`config.mk`:
```
export PLATFORM = sky130hd
export DESIGN_NAME = serial_pattern_detector_flat
export DESIGN_NICKNAME = d
export VERILOG_FILES = /design/src/rtl/serial_pattern_detector_pkg.sv /design/src/rtl/serial_pattern_detector_if.sv /design/src/rtl/serial_pattern_detector_sat_counter.sv /design/src/rtl/serial_pattern_detector.sv /design/src/flat_wrapper.sv
export SDC_FILE = /design/constraint.sdc
export NUM_CORES = 1
export LEC_CHECK = 0
export ABC_AREA = 1
export CAP_MARGIN = 20
export CORE_MARGIN = 2
export CORE_UTILIZATION = 41
export DETAILED_ROUTE_END_ITERATION = 6
export PLACE_DENSITY = 0.71
export SYNTH_ARGS = -nofsm -noshare
export SYNTH_HDL_FRONTEND = slang
export SYNTH_SLANG_ARGS = --single-unit
```
`constraint.sdc`:
```
create_clock -name clk -period 1.32 [get_ports clk]
set_input_delay 0.264 -clock clk [delete_from_list [all_inputs] [get_ports clk]]
set_output_delay 0.264 -clock clk [all_outputs]
set_load 0.03 [all_outputs]
```
`src/rtl/serial_pattern_detector_pkg.sv`:
```
// ---------------------------------------------------------------------------
// serial_pattern_detector_pkg
//   Shared types and helpers for the serial pattern detector.
//   - state_e        : window FSM encoding (FILL / HUNT)
//   - fill_cnt_width : bits needed to count 0..PAT_LEN received samples
// ---------------------------------------------------------------------------
package serial_pattern_detector_pkg;

  typedef enum logic {
    FILL = 1'b0,
    HUNT = 1'b1
  } state_e;

  // fill_cnt must reach PAT_LEN itself, hence PAT_LEN+1 distinct values.
  function automatic int fill_cnt_width(input int pat_len);
    return $clog2(pat_len + 1);
  endfunction

endpackage

```
`src/rtl/serial_pattern_detector_if.sv`:
```
// ---------------------------------------------------------------------------
// serial_pattern_detector_if
//   Bundles the serial input stream and the detector status outputs.
//   master : stream source / status observer (drives din_valid, din, clear)
//   slave  : detector (drives match, match_count, window, armed)
//   Parameters PAT_LEN and CNT_W must match the detector instance.
// ---------------------------------------------------------------------------
interface serial_pattern_detector_if #(
  parameter int PAT_LEN = 4,
  parameter int CNT_W   = 4
);

  logic               din_valid;
  logic               din;
  logic               clear;
  logic               match;
  logic [CNT_W-1:0]   match_count;
  logic [PAT_LEN-1:0] window;
  logic               armed;

  modport master (
    output din_valid, din, clear,
    input  match, match_count, window, armed
  );

  modport slave (
    input  din_valid, din, clear,
    output match, match_count, window, armed
  );

endinterface

```
`src/rtl/serial_pattern_detector_sat_counter.sv`:
```
// ---------------------------------------------------------------------------
// sat_counter
//   Saturating up-counter: holds at all-ones instead of wrapping.
//   Ports:
//     clk    in  1  rising-edge clock
//     reset  in  1  synchronous active-high reset (highest priority)
//     clr    in  1  synchronous clear (beats inc)
//     inc    in  1  count up by one when not saturated
//     count  out W  current count (registered)
// ---------------------------------------------------------------------------
module sat_counter #(
  parameter int W = 4
) (
  input  logic         clk,
  input  logic         reset,
  input  logic         clr,
  input  logic         inc,
  output logic [W-1:0] count
);

  logic [W-1:0] count_q;
  logic [W-1:0] count_d;

  always_comb begin
    count_d = count_q;
    if (clr) begin
      count_d = '0;
    end else if (inc && (count_q != {W{1'b1}})) begin
      count_d = count_q + W'(1);
    end
  end

  always_ff @(posedge clk) begin
    if (reset) begin
      count_q <= '0;
    end else begin
      count_q <= count_d;
    end
  end

  assign count = count_q;

endmodule

```
`src/rtl/serial_pattern_detector.sv`:
```
// ---------------------------------------------------------------------------
// serial_pattern_detector
//   Watches a registered serial bit stream and flags a fixed PAT_LEN-bit
//   pattern (MSB = oldest bit). All outputs are registered.
//   Ports:
//     clk    in  1  rising-edge clock
//     reset  in  1  synchronous active-high reset (beats clear and din_valid)
//     bus    slave modport of serial_pattern_detector_if:
//              din_valid/din  sampled stream, clear = soft clear
//              match          one-cycle pulse after the completing sample
//              match_count    saturating match count
//              window         last PAT_LEN sampled bits, newest in LSB
//              armed          window holds PAT_LEN valid bits
//
//   state | meaning
//   FILL  | fewer than PAT_LEN valid bits collected since reset/clear/refill
//   HUNT  | window full; every sample is tested against PATTERN
// ---------------------------------------------------------------------------
module serial_pattern_detector
  import serial_pattern_detector_pkg::*;
#(
  parameter int                 PAT_LEN = 4,
  parameter logic [PAT_LEN-1:0] PATTERN = 4'b1011,
  parameter bit                 OVERLAP = 1'b1,
  parameter int                 CNT_W   = 4
) (
  input  logic                        clk,
  input  logic                        reset,
  serial_pattern_detector_if.slave    bus
);

  localparam int FW = fill_cnt_width(PAT_LEN);

  state_e             state_q, state_d;
  logic [FW-1:0]      fill_q, fill_d;
  logic [PAT_LEN-1:0] win_q, win_d;
  logic               match_q, match_d;
  logic [PAT_LEN-1:0] win_shift;
  logic               completes;
  logic               hit;

  // Candidate window including the bit on the current edge; the compare
  // must see the new value, not the registered one.
  assign win_shift = {win_q[PAT_LEN-2:0], bus.din};

  always_comb begin
    state_d   = state_q;
    fill_d    = fill_q;
    win_d     = win_q;
    match_d   = 1'b0;
    completes = 1'b0;
    hit       = 1'b0;

    if (bus.din_valid) begin
      win_d = win_shift;
      unique case (state_q)
        FILL: begin
          if (fill_q == FW'(PAT_LEN - 1)) begin
            completes = 1'b1;
            fill_d    = FW'(PAT_LEN);
            state_d   = HUNT;
          end else begin
            fill_d = fill_q + FW'(1);
          end
        end
        HUNT: begin
          completes = 1'b1;
        end
        default: begin
          state_d = FILL;
          fill_d  = '0;
        end
      endcase

      hit     = completes && (win_shift == PATTERN);
      match_d = hit;

      // Non-overlapping mode: bits already in the window are consumed by
      // this match, so the window must be refilled before the next test.
      if (hit && !OVERLAP) begin
        state_d = FILL;
        fill_d  = '0;
      end
    end

    if (bus.clear) begin
      state_d = FILL;
      fill_d  = '0;
      win_d   = '0;
      match_d = 1'b0;
    end
  end

  always_ff @(posedge clk) begin
    if (reset) begin
      state_q <= FILL;
      fill_q  <= '0;
      win_q   <= '0;
      match_q <= 1'b0;
    end else begin
      state_q <= state_d;
      fill_q  <= fill_d;
      win_q   <= win_d;
      match_q <= match_d;
    end
  end

  // match_d is already forced low by clear; clr also dominates inside.
  sat_counter #(
    .W (CNT_W)
  ) u_match_cnt (
    .clk   (clk),
    .reset (reset),
    .clr   (bus.clear),
    .inc   (match_d),
    .count (bus.match_count)
  );

  assign bus.match  = match_q;
  assign bus.window = win_q;
  assign bus.armed  = (state_q == HUNT);

endmodule

```
`src/flat_wrapper.sv`:
```
// flat-port wrapper written by rule: the top's interface ports become plain ports
module serial_pattern_detector_flat import serial_pattern_detector_pkg::*;
#(
  parameter int                 PAT_LEN = 4,
  parameter logic [PAT_LEN-1:0] PATTERN = 4'b1011,
  parameter bit                 OVERLAP = 1'b1,
  parameter int                 CNT_W   = 4
)
  (clk, reset, bus_din_valid, bus_din, bus_clear, bus_match, bus_match_count, bus_window, bus_armed);
  serial_pattern_detector_if #(.PAT_LEN(PAT_LEN), .CNT_W(CNT_W)) bus_i ();
  input  logic clk;
  input  logic reset;
  input wire logic [$bits(bus_i.din_valid)-1:0] bus_din_valid;
  input wire logic [$bits(bus_i.din)-1:0] bus_din;
  input wire logic [$bits(bus_i.clear)-1:0] bus_clear;
  output wire logic [$bits(bus_i.match)-1:0] bus_match;
  output wire logic [$bits(bus_i.match_count)-1:0] bus_match_count;
  output wire logic [$bits(bus_i.window)-1:0] bus_window;
  output wire logic [$bits(bus_i.armed)-1:0] bus_armed;
  assign bus_i.din_valid = bus_din_valid;
  assign bus_i.din = bus_din;
  assign bus_i.clear = bus_clear;
  assign bus_match = bus_i.match;
  assign bus_match_count = bus_i.match_count;
  assign bus_window = bus_i.window;
  assign bus_armed = bus_i.armed;
  serial_pattern_detector #(.PAT_LEN(PAT_LEN), .PATTERN(PATTERN), .OVERLAP(OVERLAP), .CNT_W(CNT_W)) u_core (.clk(clk), .reset(reset), .bus(bus_i));
endmodule
```
-- Yosys cells after proc, flatten, opt, wreduce, memory -nomap -nowiden
Index checks and enable logic that the tools add are counted.
- register bits after elaboration: 13
- bits of input ports: 5
- output and inout bits: 10
- add/sub/neg operators: 2
- equal/unequal tests: 3
- multiplexer cells: 7
- bitwise gates (word level): 1
- reductions and logical operators: 4
- operators with widths (kind ; number):
    $mux 1 ; 5
    $add 4x1->4 const B ; 1
    $eq 4x4->1 const B ; 1
    $ne 4x4->1 const B ; 1
    $add 3x1->3 const B ; 1
    $eq 3x2->1 const B ; 1
    $mux 3 ; 1
    $logic_and 1x1->1 ; 2
    $pmux 1 s2 ; 1
    $reduce_and 2->1 ; 1
    $reduce_or 2->1 ; 1
    $not 1->1 ; 1

-- Logic depth before layout (Yosys ltp)
Gate-level depths: netlist of run 1.
- depth in word-level cells: 8
- depth in mapped cells: 8
- mapped depth without buffers: 8

-- By module
A second synthesis of run 1 with hierarchy kept.
- cells, all modules: 85
- area total of the unflattened synthesis: 626.9 µm²
- modules (own cells, without submodules) (module ; times used ; cells an instance ; area each (µm²) ; sequential area each (µm²)):
    serial_pattern_detector ; 1 ; 55 ; 402.9 ; 180.2
    sat_counter ; 1 ; 30 ; 224.0 ; 80.1

-- Worst setup path after synthesis of run 1
OpenSTA, ideal clock, no wires.
- path kind: register to register
- from: reg u_core.fill_q[0]
- to: reg u_core.u_match_cnt.count_q[1] (netlist: u_core.u_match_cnt.count[1])
- library setup time: 0.113 ns
- arrival: 1.153 ns
- data required time: 1.207 ns
- slack: 0.054 ns
- stages on the path, launching flop included: 9
- buffers on the path: 0
- period minus slack after synthesis: 1.266 ns
- path through: dfxtp_1 > ha_1 > ha_1 > nor2_1 > nor2_4 > nand3_2 > nand2_1 > nand2_1 > nor2_1
- cells in the longest elaborated chain, start to end: 8
- RTL lines (what ; RTL line ; text):
    start: declaration ; serial_pattern_detector.sv:35 ; logic [FW-1:0] fill_q, fill_d;
    start signal: assignment ; serial_pattern_detector.sv:102 ; fill_q <= fill_d;
    $eq 3x2->1 ; serial_pattern_detector.sv:58 ; if (fill_q == FW'(PAT_LEN - 1)) begin
    $mux 1 ; serial_pattern_detector.sv:58 ;
    $pmux 1 s2 ; serial_pattern_detector.sv:56 ; unique case (state_q)
    $mux 1 ; serial_pattern_detector.sv:54 ; if (bus.din_valid) begin
    $logic_and 1x1->1 ; serial_pattern_detector.sv:75 ; hit = completes && (win_shift == PATTERN);
    $mux 1 ; serial_pattern_detector.sv:54 ;
    $mux 1 ; serial_pattern_detector.sv:86 ; if (bus.clear) begin
    $logic_and 1x1->1 ; serial_pattern_detector_sat_counter.sv:28 ; end else if (inc && (count_q != {W{1'b1}})) begin
    end signal: assignment ; serial_pattern_detector_sat_counter.sv:37 ; count_q <= count_d;
    end: declaration ; serial_pattern_detector_sat_counter.sv:21 ; logic [W-1:0] count_q;
Every way passes these cells. The select of a mux whose other input is x is not followed.
A chain may end at the register's enable or synchronous reset.

-- Worst setup path in the final report of run 1
- from: reg u_core.u_match_cnt.count_q[3] (netlist: u_core.u_match_cnt.count[3])
- to: out bus_match_count[3]
- RTL lines (what ; RTL line ; text):
    end: declaration ; flat_wrapper.sv:17 ; output wire logic [$bits(bus_i.match_count)-1:0] bus_match_count;
No word-level cell between the ends.

==> results of run 1 <==
## registers in the layout, summed over array words and instances, names as in the netlist
| name | cells |
|---|---|
| u_core.bus.window | 4 |
| u_core.bus.armed | 1 |
| u_core.bus.match | 1 |
| u_core.u_match_cnt.count | 4 |
| u_core.fill_q | 3 |
## through the flow
stage          instance area (sq um)  hold WS, ns   util
3_3_place_gp                     792        0.453  0.601
3_5_place_dp                     792        0.458  0.601
5_1_grt                          867        0.503  0.658
4_1_cts                          822        0.470  0.624
2_1_floorplan                    591        0.336      -
6_report                         867        0.469  0.658
## metal layers
metal,up-vias,global-route usage,wire length (microns)
met3,4,0.0739,84
met1,252,0.183,602
met5,-,0,0
met4,0,0.116,32
li1,300,-,-
met2,14,0.259,622
## Yosys cell counts, drive strengths merged
library cell	count
nor2	15
nand3	3
ha	3
nand4	1
o21ai	5
nand2	16
a21oi	6
nor3	1
inv	11
a211oi	1
o211a	1
dfxtp	13
## power by group through the flow
stage / clock (uW) / combinational (uW) / sequential [uW]
after floorplan: 0 / 28.2 / 419
after global placement: 0 / 78.2 / 412
after detailed placement: 0 / 78.9 / 412
after CTS: 258 / 78.7 / 404
after global routing: 278 / 89.2 / 406
final: 259 / 81.5 / 405
## worst min-delay path, cell delays in order (launching register included)
cell and delay [ns]:
dfxtp_1 0.32, nand2_1 0.06, a21oi_1 0.05
## how the worst max path moves through the flow
stage | from | slack (ns) | depth (start not counted) | to
CTS | u_core.fill_q[1]$_SDFFE_PP0P_ | 0.0002 | 7 | u_core.u_match_cnt.count[3]$_SDFFE_PP0P_
finish | u_core.u_match_cnt.count[3]$_SDFFE_PP0P_ | 0.04 | 1 | bus_match_count[3]
global route | u_core.fill_q[0]$_SDFFE_PP0P_ | -0.03 | 8 | u_core.u_match_cnt.count[3]$_SDFFE_PP0P_
global placement | bus_din | -0.09 | 6 | u_core.u_match_cnt.count[0]$_SDFFE_PP0P_
floorplan | u_core.fill_q[0]$_SDFFE_PP0P_ | 0.05 | 8 | u_core.u_match_cnt.count[1]$_SDFFE_PP0P_
detailed placement | bus_din | -0.13 | 6 | u_core.u_match_cnt.count[3]$_SDFFE_PP0P_
## cell families after synthesis
logic type / after synthesis / synth area share
buf+inv: 11 / 0.0699
fa+ha+maj: 3 / 0.0636
flops: 13 / 0.441
simple gates: 36 / 0.303
compound gates: 13 / 0.123
## final cells by class
type                       instances  area [sq um]  area share
tap                               15          18.8      0.0216
clock buffer                       4          26.3      0.0303
multi-input combinational         52           325       0.375
timing repair buffer              23           193       0.222
inverter                          11          41.3      0.0476
sequential                        13           263       0.303
## repair_timing
action | CTS | global route
hold buffers | 0 | 0
pin swaps | 4 | 3
endpoints found under the setup margin | 10 | 6
gates resized for setup | 10 | 7
setup buffers | 0 | 2
gates cloned | 0 | 0
==> impl_metrics.py, run 1 <==
metrics = {
    "run_status": {
        "status": "finished, final reports clean",
    },
    "worst_setup_path": {
        "crit_slowest_cell": "clkdlybuf4s15_1",
        "worst_ep_required_time_ns": 1.06,
        "crit_family": "buffers and inverters",
        "crit_chain": "clkdlybuf4s15_1",
        "rr_endpoint": "u_core.u_match_cnt.count[3]$_SDFFE_PP0P_",
        "regToRegStartpoint": "u_core.fill_q[0]$_SDFFE_PP0P_",
        "cp.arrival_ns": 1.02,
        "worst-path-buf-inv": 1,
        "max_stage_delay_ns": 0.37,
        "worstSetupEndpointType": "output pin",
        "ff2ff_setup_slack_ns": 0.05,
        "crit_path_start_kind": "flip-flop",
        "path_max_fanout": 3,
        "r2r_cells": 7,
        "setup.worst_path.class": "reg2out",
    },
    "routing": {
        "drcViolationCount": 0,
        "via_count": 570,
        "finalWirelength_microns": 1340,
        "vias_per_cell": 4.83,
        "first_iter_violations": 10,
        "wl_per_cell_microns": 11.4,
        "drt-pass1-iter-count": 5,
        "drtAntennaViolNets": 0,
    },
    "min_path": {
        "min_from": "u_core.bus.window[3]$_SDFFE_PP0P_",
        "hold_class": "reg2reg",
        "whs_endpoint": "u_core.bus.window[3]$_SDFFE_PP0P_",
        "hold_depth": 2,
    },
    "cells_and_area": {
        "final_cell_mix": "nand2_1, buf_4, inv_1, dfxtp_1, nor2_1",
        "area_delta_synth_final_pct": 46.8,
        "num_antenna_cells": 0,
        "final_nets": 112,
        "nFillCells": 116,
        "drive_above_1_share": 0.272,
        "layout_commonest_cell": "nand2_1",
        "fin_cells": 118,
    },
    "place": {
        "dp_slack_ns": -0.129,
        "hpwl_microns": 986,
        "port_buffers": 14,
        "placed_cells": 112,
        "place.gp.congestion": 0.741,
    },
    "clocking": {
        "clk_latency_ns": 0.28,
        "cts_buffers": 3,
        "clk_path_buf_depth": 2,
        "clk_pin_slew_ns": 0.08,
        "cts-root-buf": "clkbuf_4",
        "clock-sinks": 13,
        "cts_tree": "yes",
        "cts.htree.levels": 1,
    },
    "grt": {
        "grt_pass1_wl_microns": 2150,
        "grt_max_degree": 8,
        "antenna_found_initial": 0,
        "grt_usage": 0.168,
        "overflow": 0,
        "grt_pass1_vias": 524,
    },
    "power": {
        "ir_drop_v": 0.000547,
        "swShare": 0.253,
        "leakage_uw": 0.000398,
        "power.density_nw_per_um2": 859,
        "p_int_uw": 557,
        "power_frac_comb": 0.109,
        "clkPwrFrac": 0.347,
        "p_sw_uw": 189,
        "power_frac_seq": 0.544,
        "power.total_uw": 745,
    },
    "floorplanning": {
        "die_h_microns": 42.0,
        "die-area_sq_um": 1760,
        "die_width_microns": 42.0,
        "core_sq_um": 1320,
        "core.rowCount": 13,
        "io_pins": 15,
        "start_util": 0.448,
    },
    "synthesis": {
        "synth_nets": 84,
        "synth-seq-area-share": 0.441,
        "synth_cell_types": 18,
        "synth-seq-cells": 13,
        "synthTopCellsByArea": "dfxtp_1, nand2_1, inv_1",
        "yosysTopAreaCellShare": 0.441,
        "ys_warn_count": 0,
        "synth_area_sq_um": 591,
        "synth.largest_area_cell": "dfxtp_1",
        "synth_area_per_cell_sq_um": 7.77,
        "syn_inst": 76,
    },
    "sta": {
        "slew_violations": 0,
        "max_freq_mhz": 779,
        "worstMarginPinSlew_ns": 0.311,
        "rsz0062_at_grt": "true",
        "slew-limit-headroom": 0.794,
        "layout_setup_ws_ns": 0.0366,
        "tns_ns": 0,
        "post-route-period-util": 0.972,
        "hold_viol": 0,
        "setup_violations": 0,
        "period_minus_slack_ns": 1.28,
        "clock_skew_ns": 0.00165,
    },
    "run": {
        "drv_cap": 0,
    },
}
No activity file was read; power rests on OpenSTA's default activity.
==> inputs of run 2 (changes only) <==
--- a/config.mk
+++ b/config.mk
@@ -7,7 +7,6 @@
 export LEC_CHECK = 0
 export ABC_AREA = 1
 export CAP_MARGIN = 20
-export CORE_MARGIN = 2
 export CORE_UTILIZATION = 41
 export DETAILED_ROUTE_END_ITERATION = 6
 export PLACE_DENSITY = 0.71
==> impl_metrics.py, run 2 (synthesis gave the netlist of run 1 again) <==
metrics = {
    "grt": {
        "use_met3": 0.0500,
        "overflow": 0,
        "grt_max_degree": 8,
        "use_met2": 0.319,
        "gr-usage-met1": 0.249,
        "busiest_layer": "met2",
        "grt_pass1_wl_microns": 2070,
        "antenna_found_initial": 0,
        "grt_pass1_vias": 481,
        "grt_usage": 0.201,
    },
    "clocking": {
        "cts_tree": "yes",
        "clk_pin_slew_ns": 0.08,
        "cts_buffers": 3,
        "cts.htree.levels": 1,
        "clock-sinks": 13,
        "clk_path_buf_depth": 2,
        "clk_latency_ns": 0.27,
        "cts-root-buf": "clkbuf_4",
    },
    "sta": {
        "worstMarginPinSlew_ns": 0.300,
        "rsz0062_at_grt": "true",
        "period_minus_slack_ns": 1.26,
        "whs_ns": 0.469,
        "hold_viol": 0,
        "setup_violations": 0,
        "slew_violations": 0,
        "tns_ns": 0,
        "post-route-period-util": 0.953,
        "slew-limit-headroom": 0.801,
        "clock_skew_ns": 0.00440,
        "layout_setup_ws_ns": 0.0621,
        "max_freq_mhz": 795,
    },
    "worst_setup_path": {
        "crit_family": "buffers and inverters",
        "worstSetupEndpointType": "output pin",
        "crit_chain": "dlygate4sd2_1",
        "worst-path-buf-inv": 1,
        "cp.arrival_ns": 0.99,
        "ff2ff_setup_slack_ns": 0.07,
        "rr_endpoint": "u_core.u_match_cnt.count[0]$_SDFFE_PP0P_",
        "path_max_fanout": 2,
        "worst_ep_required_time_ns": 1.06,
        "crit_slowest_cell": "dlygate4sd2_1",
        "r2r_cells": 7,
        "max_stage_delay_ns": 0.40,
        "setup.worst_path.class": "reg2out",
        "regToRegStartpoint": "u_core.fill_q[0]$_SDFFE_PP0P_",
        "crit_path_start_kind": "flip-flop",
    },
    "min_path": {
        "hold_class": "reg2reg",
        "whs_endpoint": "u_core.bus.window[3]$_SDFFE_PP0P_",
        "min_from": "u_core.bus.window[3]$_SDFFE_PP0P_",
        "hold_depth": 2,
    },
    "cells_and_area": {
        "layout_commonest_cell": "nand2_1",
        "post-route-util": 0.666,
        "drive_above_1_share": 0.291,
        "final_cell_mix": "nand2_1, buf_4, inv_1, dfxtp_1, nor2_1",
        "final_nets": 112,
        "design_area_sq_um": 877,
        "area_delta_synth_final_pct": 48.5,
        "num_antenna_cells": 0,
    },
    "floorplanning": {
        "die_width_microns": 40.0,
        "die-area_sq_um": 1600,
        "core_sq_um": 1320,
        "io_pins": 15,
        "die_h_microns": 40.0,
        "start_util": 0.448,
        "core.rowCount": 13,
    },
    "place": {
        "dp_slack_ns": -0.169,
        "place.gp.congestion": 0.724,
        "port_buffers": 14,
        "place_area_sq_um": 800,
        "hpwl_microns": 986,
    },
    "routing": {
        "vias_per_cell": 4.68,
        "drt-pass1-iter-count": 4,
        "first_iter_violations": 2,
        "finalWirelength_microns": 1240,
        "via_count": 552,
        "wl_per_cell_microns": 10.5,
        "drcViolationCount": 0,
        "drtAntennaViolNets": 0,
    },
    "power": {
        "ir_drop_v": 0.000589,
        "leakage_uw": 0.000393,
        "power.density_nw_per_um2": 831,
    },
    "run": {
        "drv_cap": 0,
    },
    "run_status": {
        "status": "finished, final reports clean",
    },
}
run 2: worst max path at each step:
stage,from,to,cells past startpoint
floorplan,u_core.fill_q[0]$_SDFFE_PP0P_,u_core.u_match_cnt.count[1]$_SDFFE_PP0P_,8
global placement,bus_din_valid,u_core.u_match_cnt.count[2]$_SDFFE_PP0P_,6
detailed placement,bus_din_valid,u_core.u_match_cnt.count[2]$_SDFFE_PP0P_,6
CTS,u_core.fill_q[0]$_SDFFE_PP0P_,u_core.u_match_cnt.count[2]$_SDFFE_PP0P_,7
global route,u_core.fill_q[1]$_SDFFE_PP0P_,u_core.u_match_cnt.count[3]$_SDFFE_PP0P_,8
finish,u_core.bus.window[0]$_SDFFE_PP0P_,bus_window[0],1
run 2: report_power, final:
part / internal, uW / switching (uW)
Combinational: 40.4 / 42.6
Clock: 117 / 125
Sequential: 399 / 4.68
run 2: timing repair:
| item | 4_1_cts | 5_1_grt |
|---|---|---|
| hold buffers | 0 | 0 |
| buffers inserted | 0 | 1 |
| gates cloned | 0 | 0 |
| endpoints found under the setup margin | 10 | 7 |
| resized for setup | 9 | 11 |
| pin swaps | 1 | 5 |
run 2: area by class of cell:
cell class                 instances  area (sq um)
timing repair buffer              23           194
clock buffer                       4          26.3
inverter                          11          41.3
multi-input combinational         52           334
tap                               15          18.8
sequential                        13           263
fill                             115           440
run 2: through the flow:
stage | total power, uW | cells
6_report | 729 | 118
2_1_floorplan | 447 | 76
5_1_grt | 772 | 118
3_3_place_gp | 491 | 113
3_5_place_dp | 493 | 113
4_1_cts | 732 | 117
run 2: worst register-to-register path, stage by stage (launching register included):
cell and delay [ns]:
dfxtp_2 0.36, ha_4 0.14, ha_4 0.13, nor2_2 0.05
nor2_4 0.17, nand3_4 0.12, o21ai_2 0.13, nor2_1 0.05
run 2: per-layer routing:
| layer | up-vias | wire length [microns] | share of wire |
|---|---|---|---|
| met5 | - | 0 | 0 |
| met4 | 0 | 12 | 0.0097 |
| met3 | 2 | 23 | 0.019 |
| met2 | 6 | 614 | 0.49 |
| met1 | 243 | 589 | 0.47 |
| li1 | 301 | - | - |
==> inputs of run 3 (changes only) <==
--- a/config.mk
+++ b/config.mk
@@ -9,7 +9,8 @@
 export CAP_MARGIN = 20
 export CORE_UTILIZATION = 41
 export DETAILED_ROUTE_END_ITERATION = 6
-export PLACE_DENSITY = 0.71
+export PLACE_DENSITY = 0.72
+export SETUP_SLACK_MARGIN = 0.1
 export SYNTH_ARGS = -nofsm -noshare
 export SYNTH_HDL_FRONTEND = slang
 export SYNTH_SLANG_ARGS = --single-unit
==> impl_metrics.py, run 3 (synthesis gave the netlist of run 1 again) <==
metrics = {
    "run_status": {
        "status": "finished, final reports clean",
    },
    "cells_and_area": {
        "design_area_sq_um": 865,
        "nFillCells": 109,
        "layout_commonest_cell": "nand2_1",
        "area_delta_synth_final_pct": 46.4,
        "final_cell_mix": "nand2_1, inv_1, nor2_1, buf_4, dfxtp_1",
        "final_nets": 110,
        "num_antenna_cells": 0,
        "drive_above_1_share": 0.366,
    },
    "worst_setup_path": {
        "worst-path-buf-inv": 1,
        "crit_path_start_kind": "flip-flop",
        "setup.worst_path.class": "reg2reg",
        "worst_ep_required_time_ns": 1.53,
        "rr_endpoint": "u_core.u_match_cnt.count[0]$_SDFFE_PP0P_",
        "worstSetupEndpointType": "flip-flop",
        "startpoint": "u_core.fill_q[1]$_SDFFE_PP0P_",
        "crit_cells": 8,
        "crit_chain": "ha_4 > ha_4 > nor2_4 > nor2_4 > nand3_4 > nand2_1 > inv_1 > nor2_1",
        "endpoint": "u_core.u_match_cnt.count[0]$_SDFFE_PP0P_",
        "regToRegStartpoint": "u_core.fill_q[1]$_SDFFE_PP0P_",
        "path_max_fanout": 5,
        "crit_slowest_cell": "dfxtp_2",
        "r2r_cells": 8,
        "max_stage_delay_ns": 0.36,
        "ff2ff_setup_slack_ns": 0.06,
        "cp.arrival_ns": 1.47,
        "crit_family": "simple AND/OR/NAND/NOR gates",
    },
    "routing": {
        "wl_per_cell_microns": 11.0,
        "via_count": 555,
        "finalWirelength_microns": 1270,
        "drcViolationCount": 0,
        "drtAntennaViolNets": 0,
        "vias_per_cell": 4.78,
        "drt-pass1-iter-count": 4,
        "first_iter_violations": 13,
    },
    "power": {
        "power.density_nw_per_um2": 858,
        "ir_drop_v": 0.000615,
        "leakage_uw": 0.000375,
    },
    "grt": {
        "grt_max_degree": 8,
        "grt_pass1_vias": 459,
        "busiest_layer": "met2",
        "use_met3": 0.0556,
        "grt_usage": 0.191,
        "overflow": 0,
        "antenna_found_initial": 0,
        "gr-usage-met1": 0.223,
        "use_met2": 0.298,
        "grt_pass1_wl_microns": 1930,
    },
    "sta": {
        "hold_viol": 0,
        "max_freq_mhz": 791,
        "post-route-period-util": 0.958,
        "period_minus_slack_ns": 1.26,
        "clock_skew_ns": 0.00577,
        "slew-limit-headroom": 0.849,
        "layout_setup_ws_ns": 0.0557,
        "rsz0062_at_grt": "true",
        "worstMarginPinSlew_ns": 0.225,
        "slew_violations": 0,
        "setup_violations": 0,
    },
    "clocking": {
        "cts_buffers": 3,
        "clock-sinks": 13,
        "cts_setup_buffers": 0,
        "postCtsHoldBufs": 0,
        "cts.htree.levels": 1,
        "cts_tree": "yes",
        "clk_latency_ns": 0.28,
        "clk_pin_slew_ns": 0.09,
        "clk_path_buf_depth": 2,
        "cts-root-buf": "clkbuf_4",
    },
    "floorplanning": {
        "die_h_microns": 40.0,
        "core.rowCount": 13,
        "io_pins": 15,
        "start_util": 0.448,
        "die-area_sq_um": 1600,
        "core_sq_um": 1320,
        "die_width_microns": 40.0,
    },
    "place": {
        "place.gp.congestion": 0.731,
        "port_buffers": 14,
        "dp_slack_ns": -0.120,
        "place_area_sq_um": 802,
        "hpwl_microns": 889,
    },
    "run": {
        "drv_cap": 0,
    },
    "min_path": {
        "hold_class": "reg2reg",
    },
}
run 3: changes by cell type in the layout (fill, tap and decap cells not counted), sizes merged:
cell / change
buf: -1
dlygate4sd2: -3
clkbuf: +1
clkdlybuf4s15: +1
run 3: layer usage:
| layer | share of wire | vias to the layer above | wire [microns] |
|---|---|---|---|
| met5 | 0 | - | 0 |
| met4 | 0.033 | 0 | 42 |
| met3 | 0.046 | 7 | 59 |
| met2 | 0.49 | 13 | 620 |
| met1 | 0.43 | 241 | 551 |
| li1 | - | 294 | - |
run 3: worst min-delay path by stage:
stage,endpoint,slack [ns],cells after the start,startpoint
after global placement,u_core.bus.window[3]$_SDFFE_PP0P_,0.45,2,u_core.bus.window[3]$_SDFFE_PP0P_
after floorplan,u_core.bus.match$_SDFF_PP0_,0.34,1,reset
final,u_core.bus.window[1]$_SDFFE_PP0P_,0.49,2,u_core.bus.window[1]$_SDFFE_PP0P_
after global routing,u_core.bus.window[3]$_SDFFE_PP0P_,0.51,2,u_core.bus.window[3]$_SDFFE_PP0P_
after detailed placement,u_core.bus.window[3]$_SDFFE_PP0P_,0.46,2,u_core.bus.window[3]$_SDFFE_PP0P_
after CTS,u_core.bus.window[1]$_SDFFE_PP0P_,0.50,2,u_core.bus.window[1]$_SDFFE_PP0P_
run 3: where the power goes:
group          internal [uW]  switching (uW)
Combinational           39.7            42.3
Sequential               399            4.76
Clock                    117             138
Total                    556             185
run 3: per-stage QoR:
step                      hold slack (ns)   util  TNS, ns  cells  power, uW
final                               0.493  0.656        0    116        742
after global routing                0.514  0.656        0    116        774
after CTS                           0.498  0.668        0    116        744
after detailed placement            0.462  0.609   -0.547    112        490
after global placement              0.452  0.609   -0.462    112        489
after floorplan                     0.336      -        0     76        447
run 3: repair_timing:
| action | 4_1_cts | 5_1_grt |
|---|---|---|
| setup endpoints to repair | 13 | 9 |
| pin swaps | 5 | 1 |
| resized for setup | 32 | 10 |
run 3: cell type report:
cell class,count,area (sq um),area share
multi-input cells,52,339,0.392
flip-flops and latches,13,267,0.308
repair buffers,21,173,0.200
inverters,11,41.3,0.0478
clock buffers,4,26.3,0.0304
well taps,15,18.8,0.0217
run 3: worst reg2reg max path, stage by stage (launching register included):
cell and delay [ns]:
dfxtp_2 0.36, ha_4 0.15, ha_4 0.14, nor2_4 0.05
nor2_4 0.13, nand3_4 0.12, nand2_1 0.09, inv_1 0.05
nor2_1 0.11
==> variant 1 (config.mk and constraints of run 2) <==
Make the reset (`reset`) asynchronous in 2 clocked blocks. Comments in the files are not updated.
--- a/src/rtl/serial_pattern_detector_sat_counter.sv
+++ b/src/rtl/serial_pattern_detector_sat_counter.sv
@@ -32,3 +32,3 @@
 
-  always_ff @(posedge clk) begin
+  always_ff @(posedge clk or posedge reset) begin
     if (reset) begin
--- a/src/rtl/serial_pattern_detector.sv
+++ b/src/rtl/serial_pattern_detector.sv
@@ -93,3 +93,3 @@
 
-  always_ff @(posedge clk) begin
+  always_ff @(posedge clk or posedge reset) begin
     if (reset) begin
Check against the original RTL: differs if reset is asserted again (counterexample within 4 cycles, from zero or initial values and one cycle with reset high); with reset held inactive, the same outputs for 10 cycles.
==> variant 1 against run 2 <==
- final area grew 7.1%
- worst setup slack lost 0.047 ns
- first-iteration DRC count grew 100%
- area after synthesis is 15% higher
- wire length grew 5.2%
- sequential cell count unchanged
Power is not compared: it rests on default switching activity, and its combinational part moved more than twofold at a synthesized area within 25%.
==> variant 1: results <==
route:
  wl_met1_um: 639
  vias_per_cell: 4.82
  drt_wl_total_mm: 1.31
finish:
  sh_seq_area_pct: 34.9
  nonClkBufAreaFrac_pct: 20.6
  seq_area_um2: 328
  layout-drive-gt1-share_pct: 31.1
  multi_input_area_share_pct: 35.0
  fill_cells: 131
timing:
  worst_clock_skew_ns: 0.000929
  tightest_slew_ns: 0.307
  whs_ns: 0.279
yosys:
  synthesis.area_um2: 682
  ys_top_cells_by_area: "dfrtp_1 (48%), nand2_1 (8.8%), nand3_1 (5.9%), ha_1 (5.5%), inv_1 (5.5%)"
  synthCells: 77
  synth_fa_ha_area_share_pct: 5.50
  synth-compound-area-share_pct: 6.97
global_routing:
  grt_pass1_vias: 518
  grt_max_degree: 14
  grt_use_met3_pct: 7.66
hold_path:
  hold_path_class: "primary input to asynchronous set/reset pin"
run_status:
  status: "complete, no violations"
critical_path:
  cp.arrival_ns: 1.47
  cp_slowest_stage_delay_ns: 0.38
place:
  numPlacedInstances: 115
  gp_congestion: 0.796
  place_area_um2: 886
variant 1: cell types whose count changed after synthesis, sizes merged, moves of 5 or more:
cell | before | now
nand3 | 3 | 9
a21oi | 6 | 1
dfrtp | 0 | 13
dfxtp | 13 | 0
nor2 | 15 | 10
variant 1: final timing paths:
path / from / end / depth (start not counted)
min reg2reg: u_core.bus.window[3] / u_core.bus.window[3] / 2
max reg2reg: u_core.fill_q[1] / u_core.u_match_cnt.count[1] / 8
max in group asynchronous: reset / u_core.u_match_cnt.count[1] / 3
max: u_core.fill_q[1] / u_core.u_match_cnt.count[1] / 8
min: reset / u_core.fill_q[2] / 3
min in group clk: u_core.bus.window[3] / u_core.bus.window[3] / 2
variant 1: worst max-delay path: cells and delay by family (launching register included):
| kind | cells | cell delay, ns |
|---|---|---|
| simple gates | 6 | 0.45 |
| flops | 1 | 0.38 |
| fa+ha+maj | 2 | 0.36 |
==> variant 2 (config.mk and constraints of run 2) <==
Without the edit above. `CNT_W` is set to 4 in 3 places; all go to 6.
--- a/src/rtl/serial_pattern_detector_if.sv
+++ b/src/rtl/serial_pattern_detector_if.sv
@@ -9,3 +9,3 @@
   parameter int PAT_LEN = 4,
-  parameter int CNT_W   = 4
+  parameter int CNT_W   = 6
 );
--- a/src/rtl/serial_pattern_detector.sv
+++ b/src/rtl/serial_pattern_detector.sv
@@ -24,3 +24,3 @@
   parameter bit                 OVERLAP = 1'b1,
-  parameter int                 CNT_W   = 4
+  parameter int                 CNT_W   = 6
 ) (
--- a/src/flat_wrapper.sv
+++ b/src/flat_wrapper.sv
@@ -6,3 +6,3 @@
   parameter bit                 OVERLAP = 1'b1,
-  parameter int                 CNT_W   = 4
+  parameter int                 CNT_W   = 6
 )
Interface: changed (resized bus_match_count); port bits go from 15 to 17. The function was not compared with the original's and may differ.
==> variant 2 against run 2 <==
- sequential cell count grew 2
- worst setup slack lost 0.012 ns
- area after synthesis grew 34%
- power grew 12%
- synthesized cell count grew 37%
- hold slack lost 0.012 ns
- combinational power grew 9.2%
- cell count grew 35%
- core utilization shrank 4.7 points
- clock power grew 8.3%
- wire length grew 30%
- via count grew 38%
- count of clock-buffer cells in the layout is the same
- final area grew 25%
- highest routed layer unchanged
==> variant 2: results <==
run_status:
  status: "complete, no violations"
yosys:
  ys.flop_type: "dfxtp_1"
  async_flop_share_pct: 0
  ys_top_cells_by_area: "dfxtp_1 (38%), nand2_1 (11%), a21oi_1 (6.3%), inv_1 (5.2%), ha_1 (4.7%)"
  synth_cell_types: 22
  ys_seq_area_share_pct: 37.9
  yosysWarnings: 0
  synthCells: 104
  syn_nets: 112
  synth.top_cells.by_count: "nand2_1 (24), dfxtp_1 (15), inv_1 (11)"
clock_network:
  cts_root_buffer: "clkbuf_4"
  cts_buffers: 3
  clockBufferDepth: 2
  clk_pin_slew_worst_paths_ns: 0.09
  cts_max_level: 1
  insertion_delay_ns: 0.28
critical_path:
  crit_fanout: 2
  cpLargestDelayFamily: "buffers and inverters"
  cp.arrival_ns: 1.01
  cp_slowest_stage_delay_ns: 0.39
  cp_slowest_cell: "dlygate4sd2_1"
finish:
  largest_register_ffs: 6
  final_area_um2: 1090
  fill_cells: 171
  layout.nets: 143
  diodes: 0
  layout-drive-gt1-share_pct: 36.6
place:
  gp_congestion: 0.851
  dp_hpwl_mm: 1.21
  place_area_um2: 1030
  port_buffers: 16
  numPlacedInstances: 154
  dp_slack_ns: -0.215
power_and_ir_drop:
  power.leakage_uw: 0.000486
  ir_worst_vdd_uv: 596
global_routing:
  gr-usage-met1_pct: 21.8
  grt_first_pass_wirelength_mm: 2.59
  grt_pass1_vias: 639
  grt_usage_pct: 17.1
  grt_use_met3_pct: 2.38
  grt_antenna_before_repair: 0
  grt_max_degree: 10
  grtUsageMet2_pct: 27.6
route:
  vias_per_cell: 4.77
  post-route-drc-count: 0
  vias: 759
  drt-initial-drc-count: 19
  drt_first_pass_iters: 4
  drt_wl_total_mm: 1.61
timing:
  worst_clock_skew_ns: 0.00256
  timing.slew.headroom_pct: 80.0
hold_path:
  hold_path_class: "flop to flop"
## variant 2: changes by cell type after synthesis, moves of 2 or more
cell,change
nand2_1,+9
dfxtp_1,+2
nor2_1,-4
a21oi_1,+4
nand2_4,+2
nor2_4,+2
nand3_1,+3
nor2_2,+4
inv_2,+3
## variant 2: logic make-up (layout without fill, tap and decap cells)
| kind of cell | Yosys count | after routing | synth area share, % |
|---|---|---|---|
| adder cells (fa/ha/maj) | 3 | 3 | 4.74 |
| buffers and inverters | 15 | 45 | 8.06 |
| AO/OA/AOI/OAI | 17 | 17 | 11.4 |
| XOR/XNOR | 2 | 2 | 2.21 |
| flip-flops | 15 | 15 | 37.9 |
| AND/OR/NAND/NOR | 52 | 52 | 35.7 |
## variant 2: where the power goes
part	internal (µW)	leakage (µW)	switching, µW	total (µW)
registers	459	0.000123	4.81	464
logic	42.4	0.000348	48.2	90.6
clock network	117	0.0000150	144	262
total	619	0.000486	197	816
## variant 2: final cells by class
cell class	count	share of cell area, %
clock buffer	4	2.41
tap	25	2.86
inverter	14	4.81
sequential	15	27.9
multi-input combinational	74	42.4
timing repair buffer	27	19.6
## variant 2: per-layer routing
metal	wire (µm)	up-vias
met5	0	-
li1	-	391
met1	761	345
met2	731	17
met4	47	0
met3	71	6
## variant 2: final timing paths
path	from	to	slack, ns	depth (start not counted)
min reg2reg	u_core.bus.window[3]	u_core.bus.window[3]	0.46	2
max	u_core.bus.window[0]	bus_window[0]	0.05	1
min	u_core.bus.window[3]	u_core.bus.window[3]	0.46	2
max reg2reg	u_core.fill_q[0]	u_core.u_match_cnt.count[4]	0.06	7
## variant 2: worst reg2reg max path: cells and delay by family (launching register included)
kind	cells	cell delay, ns
compound gates	1	0.13
simple gates	4	0.40
fa+ha+maj	2	0.32
flops	1	0.34
## variant 2: through the flow
step	hold slack (ns)	power [µW]
after floorplan	0.336	520
after global placement	0.449	562
after detailed placement	0.452	563
after CTS	0.464	826
after global routing	0.501	858
final	0.457	816
## variant 2: timing repair
action,in CTS,in global routing
endpoints found under the hold margin,0,0
gates resized for setup,12,7
pin swaps,4,2
endpoints found under the setup margin,11,8
setup buffers,0,1
